## src/rtl/instr_fetch_queue_pkg.sv

```systemverilog
// Shared fetch front-end types and widths: bus widths, the FIFO entry layout,
// the counter-derived fetch state and a PC alignment helper.
package instr_fetch_queue_pkg;

    localparam int ADDR_W  = 32;
    localparam int INSTR_W = 32;
    localparam logic [INSTR_W-1:0] NOP = 32'h0000_0000;

    localparam int IMEM_ADDR_W  = ADDR_W;
    localparam int IMEM_DATA_W  = INSTR_W;
    localparam int FIFO_DATA_W  = INSTR_W + ADDR_W;

    typedef enum logic [1:0] {
        FQ_FETCH,
        FQ_HOLD,
        FQ_DRAIN
    } fq_state_e;

    typedef struct packed {
        logic [INSTR_W-1:0] instr;
        logic [ADDR_W-1:0]  pc;
    } fq_entry_t;

    function automatic logic [ADDR_W-1:0] align_pc(input logic [ADDR_W-1:0] pc);
        return pc & ~ADDR_W'(3);
    endfunction

endpackage

```

## src/rtl/instr_fetch_queue_if.sv

```systemverilog
// Fetch queue signal bundle: redirect, instruction memory req/gnt/rvalid and the
// decode-side valid/ready handshake. master is the fetch queue, slave its environment.
interface instr_fetch_queue_if;
    import instr_fetch_queue_pkg::*;

    logic                   redirect_i;
    logic [ADDR_W-1:0]      redirect_pc_i;
    logic                   imem_req_o;
    logic [IMEM_ADDR_W-1:0] imem_addr_o;
    logic                   imem_gnt_i;
    logic                   imem_rvalid_i;
    logic [IMEM_DATA_W-1:0] imem_rdata_i;
    logic                   instr_valid_o;
    logic [INSTR_W-1:0]     instr_o;
    logic [ADDR_W-1:0]      instr_pc_o;
    logic [ADDR_W-1:0]      instr_pc4_o;
    logic                   instr_ready_i;

    modport master (
        input  redirect_i, redirect_pc_i, imem_gnt_i, imem_rvalid_i, imem_rdata_i,
               instr_ready_i,
        output imem_req_o, imem_addr_o, instr_valid_o, instr_o, instr_pc_o, instr_pc4_o
    );

    modport slave (
        output redirect_i, redirect_pc_i, imem_gnt_i, imem_rvalid_i, imem_rdata_i,
               instr_ready_i,
        input  imem_req_o, imem_addr_o, instr_valid_o, instr_o, instr_pc_o, instr_pc4_o
    );

endinterface

```

## src/rtl/instr_fetch_queue_fetch_fifo.sv

```systemverilog
// Synchronous FIFO with a flush input; full/empty come from pointers carrying a wrap bit.
module fetch_fifo #(
    parameter int DATA_W = 64,
    parameter int DEPTH  = 4
) (
    input  logic                     clk,
    input  logic                     rst,
    input  logic                     flush,
    input  logic                     wr_en,
    input  logic [DATA_W-1:0]        wr_data,
    input  logic                     rd_en,
    output logic [DATA_W-1:0]        rd_data,
    output logic                     empty,
    output logic [$clog2(DEPTH):0]   count
);

    localparam int AW = $clog2(DEPTH);

    logic [DATA_W-1:0] mem [DEPTH];
    logic [AW:0]       wr_ptr;
    logic [AW:0]       rd_ptr;
    logic              full;
    logic              do_wr;
    logic              do_rd;

    assign empty = (wr_ptr == rd_ptr);
    assign full  = (wr_ptr[AW] != rd_ptr[AW]) && (wr_ptr[AW-1:0] == rd_ptr[AW-1:0]);
    assign count = wr_ptr - rd_ptr;

    // A write at full is accepted only when the head leaves in the same cycle.
    assign do_rd = rd_en && !empty;
    assign do_wr = wr_en && (!full || do_rd);

    assign rd_data = mem[rd_ptr[AW-1:0]];

    always_ff @(posedge clk) begin
        if (rst || flush) begin
            wr_ptr <= '0;
            rd_ptr <= '0;
        end else begin
            if (do_wr) begin
                wr_ptr <= wr_ptr + 1'b1;
            end
            if (do_rd) begin
                rd_ptr <= rd_ptr + 1'b1;
            end
        end
    end

    always_ff @(posedge clk) begin
        if (do_wr) begin
            mem[wr_ptr[AW-1:0]] <= wr_data;
        end
    end

endmodule

```

## src/rtl/instr_fetch_queue.sv

```systemverilog
// Fetch front end: owns the fetch PC, issues credit-limited in-order imem requests,
// queues returned words with their PC and discards in-flight responses after a redirect.
module instr_fetch_queue
    import instr_fetch_queue_pkg::*;
#(
    parameter int                DEPTH    = 4,
    parameter logic [ADDR_W-1:0] RESET_PC = 32'h0000_0000
) (
    input  logic                  clk_i,
    input  logic                  rst_i,
    instr_fetch_queue_if.master   fq
);

    localparam int CNT_W = $clog2(DEPTH + 1);

    logic [ADDR_W-1:0] fetch_pc;
    logic [ADDR_W-1:0] rsp_pc;
    logic [CNT_W-1:0]  outstanding;
    logic [CNT_W-1:0]  outstanding_next;
    logic [CNT_W-1:0]  discard;
    logic [CNT_W-1:0]  fifo_count;
    logic [CNT_W:0]    in_use;
    logic              credit;
    logic              req;
    logic              grant;
    logic              keep;
    logic              drop;
    logic              fifo_empty;
    logic              instr_valid;
    logic              consume;
    fq_entry_t         wr_entry;
    fq_entry_t         head;
    fq_state_e         state;

    // Queued words plus in-flight requests never exceed DEPTH, so every response has a slot.
    assign in_use = (CNT_W + 1)'(fifo_count) + (CNT_W + 1)'(outstanding);
    assign credit = in_use < (CNT_W + 1)'(DEPTH);

    always_comb begin
        state = FQ_FETCH;
        if (!credit) begin
            state = FQ_HOLD;
        end else if (discard != '0) begin
            state = FQ_DRAIN;
        end
    end

    assign req   = !rst_i && !fq.redirect_i && (state != FQ_HOLD);
    assign grant = req && fq.imem_gnt_i;
    assign drop  = fq.imem_rvalid_i && (discard != '0);
    assign keep  = fq.imem_rvalid_i && (discard == '0) && !fq.redirect_i;

    assign outstanding_next = outstanding + CNT_W'(grant) - CNT_W'(fq.imem_rvalid_i);

    assign fq.imem_req_o  = req;
    assign fq.imem_addr_o = fetch_pc;

    // After a redirect every request still in flight belongs to the old path, so the
    // discard count becomes the post-edge outstanding count; this also covers back-to-back redirects.
    always_ff @(posedge clk_i) begin
        if (rst_i) begin
            fetch_pc    <= RESET_PC;
            rsp_pc      <= RESET_PC;
            outstanding <= '0;
            discard     <= '0;
        end else begin
            outstanding <= outstanding_next;
            if (fq.redirect_i) begin
                fetch_pc <= align_pc(fq.redirect_pc_i);
                rsp_pc   <= align_pc(fq.redirect_pc_i);
                discard  <= outstanding_next;
            end else begin
                if (grant) begin
                    fetch_pc <= fetch_pc + ADDR_W'(4);
                end
                if (keep) begin
                    rsp_pc <= rsp_pc + ADDR_W'(4);
                end
                if (drop) begin
                    discard <= discard - 1'b1;
                end
            end
        end
    end

    assign wr_entry.instr = fq.imem_rdata_i;
    assign wr_entry.pc    = rsp_pc;

    fetch_fifo #(
        .DATA_W (FIFO_DATA_W),
        .DEPTH  (DEPTH)
    ) u_fifo (
        .clk     (clk_i),
        .rst     (rst_i),
        .flush   (fq.redirect_i),
        .wr_en   (keep),
        .wr_data (wr_entry),
        .rd_en   (consume),
        .rd_data (head),
        .empty   (fifo_empty),
        .count   (fifo_count)
    );

    // The head is masked during reset so decode never sees a word from the aborted stream.
    assign instr_valid = !rst_i && !fifo_empty;
    assign consume     = instr_valid && fq.instr_ready_i;

    assign fq.instr_valid_o = instr_valid;
    assign fq.instr_o       = head.instr;
    assign fq.instr_pc_o    = head.pc;
    assign fq.instr_pc4_o   = head.pc + ADDR_W'(4);

    a_rvalid_has_request: assert property (
        @(posedge clk_i) disable iff (rst_i) !(fq.imem_rvalid_i && (outstanding == '0))
    );

endmodule
```

## src/flat_wrapper.sv

```systemverilog
// flat-port wrapper written by rule: the top's interface ports become plain ports
module instr_fetch_queue_flat import instr_fetch_queue_pkg::*;
#(
    parameter int                DEPTH    = 4,
    parameter logic [ADDR_W-1:0] RESET_PC = 32'h0000_0000
)
  (clk_i, rst_i, fq_redirect_i, fq_redirect_pc_i, fq_imem_gnt_i, fq_imem_rvalid_i, fq_imem_rdata_i, fq_instr_ready_i, fq_imem_req_o, fq_imem_addr_o, fq_instr_valid_o, fq_instr_o, fq_instr_pc_o, fq_instr_pc4_o);
  instr_fetch_queue_if fq_i ();
  input  logic clk_i;
  input  logic rst_i;
  input wire logic [$bits(fq_i.redirect_i)-1:0] fq_redirect_i;
  input wire logic [$bits(fq_i.redirect_pc_i)-1:0] fq_redirect_pc_i;
  input wire logic [$bits(fq_i.imem_gnt_i)-1:0] fq_imem_gnt_i;
  input wire logic [$bits(fq_i.imem_rvalid_i)-1:0] fq_imem_rvalid_i;
  input wire logic [$bits(fq_i.imem_rdata_i)-1:0] fq_imem_rdata_i;
  input wire logic [$bits(fq_i.instr_ready_i)-1:0] fq_instr_ready_i;
  output wire logic [$bits(fq_i.imem_req_o)-1:0] fq_imem_req_o;
  output wire logic [$bits(fq_i.imem_addr_o)-1:0] fq_imem_addr_o;
  output wire logic [$bits(fq_i.instr_valid_o)-1:0] fq_instr_valid_o;
  output wire logic [$bits(fq_i.instr_o)-1:0] fq_instr_o;
  output wire logic [$bits(fq_i.instr_pc_o)-1:0] fq_instr_pc_o;
  output wire logic [$bits(fq_i.instr_pc4_o)-1:0] fq_instr_pc4_o;
  assign fq_i.redirect_i = fq_redirect_i;
  assign fq_i.redirect_pc_i = fq_redirect_pc_i;
  assign fq_i.imem_gnt_i = fq_imem_gnt_i;
  assign fq_i.imem_rvalid_i = fq_imem_rvalid_i;
  assign fq_i.imem_rdata_i = fq_imem_rdata_i;
  assign fq_i.instr_ready_i = fq_instr_ready_i;
  assign fq_imem_req_o = fq_i.imem_req_o;
  assign fq_imem_addr_o = fq_i.imem_addr_o;
  assign fq_instr_valid_o = fq_i.instr_valid_o;
  assign fq_instr_o = fq_i.instr_o;
  assign fq_instr_pc_o = fq_i.instr_pc_o;
  assign fq_instr_pc4_o = fq_i.instr_pc4_o;
  instr_fetch_queue #(.DEPTH(DEPTH), .RESET_PC(RESET_PC)) u_core (.clk_i(clk_i), .rst_i(rst_i), .fq(fq_i));
endmodule
```

## config.mk

```make
export PLATFORM = sky130hd
export DESIGN_NAME = instr_fetch_queue_flat
export DESIGN_NICKNAME = d
export VERILOG_FILES = /design/src/rtl/instr_fetch_queue_pkg.sv /design/src/rtl/instr_fetch_queue_if.sv /design/src/rtl/instr_fetch_queue_fetch_fifo.sv /design/src/rtl/instr_fetch_queue.sv /design/src/flat_wrapper.sv
export SDC_FILE = /design/constraint.sdc
export NUM_CORES = 1
export LEC_CHECK = 0
export ABC_AREA = 1
export BUFFER_PORTS_ARGS = -buffer_cell sky130_fd_sc_hd__buf_2
export CAP_MARGIN = 20
export CORE_ASPECT_RATIO = 0.5
export CORE_MARGIN = 8
export CORE_UTILIZATION = 30
export DETAILED_ROUTE_END_ITERATION = 6
export PLACE_DENSITY_LB_ADDON = 0.15
export SLEW_MARGIN = 20
export SYNTH_ARGS = -nofsm -noshare
export SYNTH_HDL_FRONTEND = slang
export SYNTH_HIERARCHICAL = 1
export SYNTH_SLANG_ARGS = --single-unit
export TNS_END_PERCENT = 50
```

## constraint.sdc

```tcl
create_clock -name clk_i -period 5.91 [get_ports clk_i]
set_clock_uncertainty 0.15 [all_clocks]
set_input_delay 1.4775 -clock clk_i [delete_from_list [all_inputs] [get_ports clk_i]]
set_output_delay 1.4775 -clock clk_i [all_outputs]
set_load 0.05 [all_outputs]
```

; Yosys cells after proc, flatten, opt, wreduce, memory -nomap -nowiden
; Memories as Yosys holds them, arrays and structs flattened. A register that Yosys moved wholly into a read port is not among the register bits.
; Cells that the tools add are included.
[word_totals]
memories = 1
in_bits = 70
ram_bits = 256
rom_bits = 0
ff_bits = 76
out_inout_bits = 130
latchBits = 0
wordCells = 59
[op_classes]
reduce_logical = 23
muxes = 12
n_eq_ne = 4
magnitude_cmp = 1
shifts = 0
n_bitwise = 0
div = 0
addsub = 10
n_mul = 0
[mem_list]
columns = name, depth, word_bits, rd, rd_ports_with_merged_regs, wr, line
row1 = u_core.u_fifo.mem, 4, 64, 1, 1, 1, instr_fetch_queue_fetch_fifo.sv:19  ; logic [DATA_W-1:0] mem [DEPTH];
[ops]
columns = cell, count
row1 = 32-bit 2-to-1 mux, 4
row2 = 32-bit by 3-bit adder with 32-bit output (second input constant), 3
row3 = 1-bit logical AND, 11
row4 = 2-bit 2-to-1 mux, 4
row5 = 3-bit by 1-bit adder with 3-bit output (second input constant), 2
row6 = 3-bit 2-to-1 mux, 2
row7 = 2-bit nonzero test, 3
row8 = 3-bit by 3-bit adder with 4-bit output, 1
row9 = 1-bit logical NOT, 4
row10 = 4-bit by 3-bit < comparator with 1-bit output (second input constant), 1
row11 = 3-bit by 1-bit adder with 3-bit output, 1
row12 = 3-bit equality test, 1
row13 = 3-bit logical NOT, 1
row14 = 3-bit nonzero test, 1
row15 = 3-bit by 1-bit subtractor with 3-bit output, 1
row16 = 3-bit by 1-bit subtractor with 3-bit output (second input constant), 1
row17 = 3-bit subtractor, 1
row18 = 2-bit equality test, 1
row19 = 1-bit logical OR, 2
row20 = 1-bit 2-to-1 mux, 2
row21 = 2-bit by 1-bit inequality test with 1-bit output (second input constant), 1
row22 = 2-bit OR reduction, 1
row23 = 1-bit inequality test, 1

; Logic depth before layout (Yosys ltp)
[logic_depth]
ltp_word = 10
ltp_mapped = 20

; Hierarchy
; Netlist, hierarchy kept.
[modules_own_cells]
columns = mod, area_per_inst_um2, instances, cells_each
row1 = fetch_fifo, 9994.6, 1, 686
row2 = instr_fetch_queue, 5380.2, 1, 919

; Least setup slack after synthesis
; No wires, ideal clock.
[synth_timing]
path_kind = input to register
startpoint = input rst_i
endpoint = memory u_core.u_fifo.mem[0][0], enable pin
path_slack_ns = -0.054
path_stages = 7
arrival_ns = 5.328
t_required_ns = 5.274
cell_sequence = clkbuf_1 buf_1 nor3b_1 nor2_1 nand2_1 nand2_2 nor2_1
[synth_via]
elab_chain_len = 8
[synth_lines]
columns = element, line
row1 = "start, declared", flat_wrapper.sv:10  ; input logic rst_i;
row2 = 1-bit logical NOT, instr_fetch_queue.sv:105  ; assign instr_valid = !rst_i && !fifo_empty;
row3 = 1-bit logical AND, instr_fetch_queue.sv:105
row4 = 1-bit logical AND, instr_fetch_queue.sv:106  ; assign consume = instr_valid && fq.instr_ready_i;
row5 = named net u_core.consume, instr_fetch_queue.sv:30  ; logic consume;
row6 = 1-bit logical AND, instr_fetch_queue_fetch_fifo.sv:31  ; assign do_rd = rd_en && !empty;
row7 = 1-bit logical OR, instr_fetch_queue_fetch_fifo.sv:32  ; assign do_wr = wr_en && (!full || do_rd);
row8 = 1-bit logical AND, instr_fetch_queue_fetch_fifo.sv:32
row9 = 1-bit 2-to-1 mux, instr_fetch_queue_fetch_fifo.sv:51  ; if (do_wr) begin
row10 = 1-bit 2-to-1 mux (implied by the code), instr_fetch_queue_fetch_fifo.sv:52  ; mem[wr_ptr[AW-1:0]] <= wr_data;
row11 = "end, declared", instr_fetch_queue_fetch_fifo.sv:19
; The timed path passes the listed nets, and every way through them passes these cells.

==> Flow_metrics.wiki <==
{| class="wikitable"
! Metric !! Value
|-
| Number of detailed-route iterations in the first pass || 4
|-
| Hold-fix buffers at CTS || 0
|-
| Largest net degree at the start of global routing || 65
|-
| Global-route wire length before repair || 68.7 mm
|-
| Post-Syn Instances || 1605
|-
| Met1 usage in global routing || 0.177
|-
| Worst path required time || about 4300 ps
|-
| Starting density of the core || 0.305
|-
| Setup slack on the worst flop-to-flop path || 2080 ps
|-
| Width of the die || 336 um
|-
| Final critical delay including setup and external delays || roughly 5400 ps
|-
| Worst ir drop on vdd || 0.179 mV
|-
| Average cell area after synthesis || 9.58 um2
|-
| Run status || finished clean
|-
| Worst Tran Pin Value || 740 ps
|-
| Number of distinct library cell variants in the gate-level netlist after synthesis || 45
|-
| Final #Nets || 1890
|-
| Initial antenna violation count || 0
|-
| Number of warnings printed during yosys synthesis || 6
|-
| Max_cap viols || 0
|-
| Port-buffer cells || around 200
|-
| Top FF cell, synth || edfxtp_1
|-
| Area of the mapped netlist || around 0.015 mm2
|-
| Number of cells on the worst reg-to-reg path || 19
|-
| Starting DRC count in detailed routing || 607
|-
| Crit path capture type || primary output
|-
| Fraction of final layout cells sized beyond drive strength 1 || 0.172
|-
| CTS clock-pin slew for the worst setup and hold paths || 60 ps
|-
| Global route overflow || 0
|-
| Total placed cells including tap cells || 2455
|-
| Sequential-to-total area share from yosys stat || 0.596
|-
| Pins over their slew limit || 0
|-
| CTS sink cnt || 330
|-
| Static Leak || 6.89 nW
|-
| Kind of launch point of the worst setup path || flip-flop
|-
| RSZ-0062 raised after global routing || no
|-
| Total via count in the routed design || 11700
|-
| Upper clock frequency limit || about 190 MHz
|-
| Worst Hold Path Cells || 2
|-
| Arrival time worst endpoint || 3730 ps
|-
| Global Route Usage Sum || 0.148
|-
| Placeable core area || 0.0504 mm2
|-
| Overall die height || about 180 um
|-
| Post-place setup slack || 1010 ps
|-
| Met3 GRT Util || 0.0270
|-
| Buffer cell driving the clock tree root || clkbuf_16
|-
| Total clock buffers created by CTS || 35
|-
| Slew HR || 0.507
|-
| Number of endpoints failing setup at the final stage || 0
|-
| Detail-routed net length per standard cell || 17.9 um
|-
| Clock insertion delay at the later pin of the skew report || 520 ps
|-
| Detail-routed via count per cell || 4.65
|-
| Post-layout power || 5.60 mW
|-
| Buffers inserted by post-CTS timing repair || 0
|-
| Fin Setup TNS || 0 ps
|-
| Antenna Nets Post-Route || 0
|-
| Final hold violations || 0
|-
| Worst-path fanout max || 58
|-
| Fin cells || 2517
|-
| Count of state elements after synthesis || 330
|-
| Worst setup slack after layout || 550 ps
|-
| Die ar. || 0.0592 mm2
|-
| Final clock period utilization by the worst path || 0.907
|-
| Post-cts sizing count || 0
|-
| Area grow syn2layout || 18.7%
|-
| DRT Wirelength || 45.2 mm
|-
| Classification of the worst setup path || flip-flop to primary output
|-
| Deepest clock path buffer count || 3
|-
| Total number of placement rows || slightly below 60
|-
| Kind of path behind the tightest hold check || flip-flop to flip-flop
|-
| GR Util met2 || 0.272
|-
| Number of enable flip-flop cells after synthesis || 256
|-
| Most Used Layer, Global Route || met2
|-
| Post-detail-place hpwl || between 30 and 40 mm
|-
| Top-level port count || 200
|-
| H-tree Lvls || 2
|-
| DRC violation count after routing || 0
|-
| Routability congestion estimate || approximately 0.81
|-
| CTS tree || yes
|-
| Via count of the first global-routing pass || roughly 12000
|-
| Total power per unit cell area || around 300 mW/mm2
|-
| Post-synth ARST share || 0
|-
| Final core area utilization || 0.362
|}
## metal layers
layer,up-vias,part of all wire
li1,5868,-
met3,57,0.039
met2,203,0.51
met5,-,0
met4,0,0.021
met1,5582,0.43
## registers in the layout, summed over array words and instances, names as in the netlist, named ones only
| signal | flops |
|---|---|
| u_core/u_fifo/mem | 256 |
| u_core/discard | 3 |
| u_core/u_fifo/wr_ptr | 3 |
| u_core/rsp_pc | 30 |
| u_core/outstanding | 3 |
| u_core/fq.imem_addr_o | 30 |
| u_core/u_fifo/rd_ptr | 3 |
## worst paths after layout
path,from,end
worst max-delay path,flip-flop,fq_instr_pc4_o[23]
worst min-delay path,u_core/discard[2],u_core/discard[2]
worst max register to register,u_core/u_fifo/wr_ptr[0],u_core/discard[2]
worst min register to register,u_core/discard[2],u_core/discard[2]
## report_power, final
part / switching, mW / internal, mW / leakage [nW]
logic: 0.502 / 0.164 / 3.38
clock network: 0.908 / 1.36 / 0.570
registers: 0.0767 / 2.58 / 2.95
## worst max-delay path, stage by stage, from the launching register on
cell	delay (ps)
dfxtp_4	520
inv_4	430
buf_12	320
o21ai_1	90
o22ai_1	420
nand2_1	190
nor2_1	340
nand2_1	150
nor4_1	250
xor2_1	170
buf_2	300
## cells in the mapped netlist (8+ instances only)
library cell  instances  area (um2)
buf_2                13        65.1
xnor2_1              19         166
nand2_1             307        1150
nand4_1              16         100
nand3_1              75         375
o21ai_0             113         566
o21ai_1              56         280
inv_1               129         484
buf_6                16         180
buf_4                 9        67.6
xor2_1               29         254
a31oi_1               8        50.1
nor3_1               10        50.1
nand3b_1              9        67.6
o22ai_1              64         400
nor2_1              253         950
dfxtp_1              74        1480
edfxtp_1            256        7690
ha_1                 16         200
a21oi_1              54         270
clkbuf_1             24        90.1
## logic make-up after synthesis
kind of cell,after synthesis,share of synthesized area
AOI/OAI and AO/OA,306,0.108
buffers and inverters,202,0.0617
adders and majority gates,18,0.0156
and+or+nand+nor,700,0.191
DFF,330,0.596
xor gates and xnor gates,48,0.0273
other,1,0.000244
## area by class of cell
cell class	instances	area [um2]
Antenna cell	1	2.50
Clock buffer	40	937
Clock inverter	21	243
Fill cell	5187	32200
Inverter	133	503
Multi-Input combinational cell	1082	5320
Sequential cell	330	9170
Tap cell	690	863
Timing Repair Buffer	220	1210
## through the flow
stage / hold WS (ps) / cell area [um2]
2_1_floorplan: 297 / 15400
3_3_place_gp: 319 / 17100
3_5_place_dp: 314 / 17100
4_1_cts: 323 / 18300
5_1_grt: 370 / 18300
6_report: 325 / 18300
## layout by cell type, fill, tap and decap left out, drive strengths merged
cell type    n
nor3        10
conb        10
xnor2       19
a21boi       1
o21bai       3
o21a         1
nand3       76
a21oi       59
o22ai       64
nor4         4
clkbuf      40
or2          1
edfxtp     256
o21ai      169
clkinv      10
clkinvlp     5
and2         2
inv        134
nor2       264
dfxtp       74
a221oi       1
a31oi        8
nand4       16
xor2        29
fa           2
diode        1
nor3b        1
nand2      317
ha          16
nand3b       9
buf        220
bufinv       5
No activity file was read; power rests on OpenSTA's default activity.
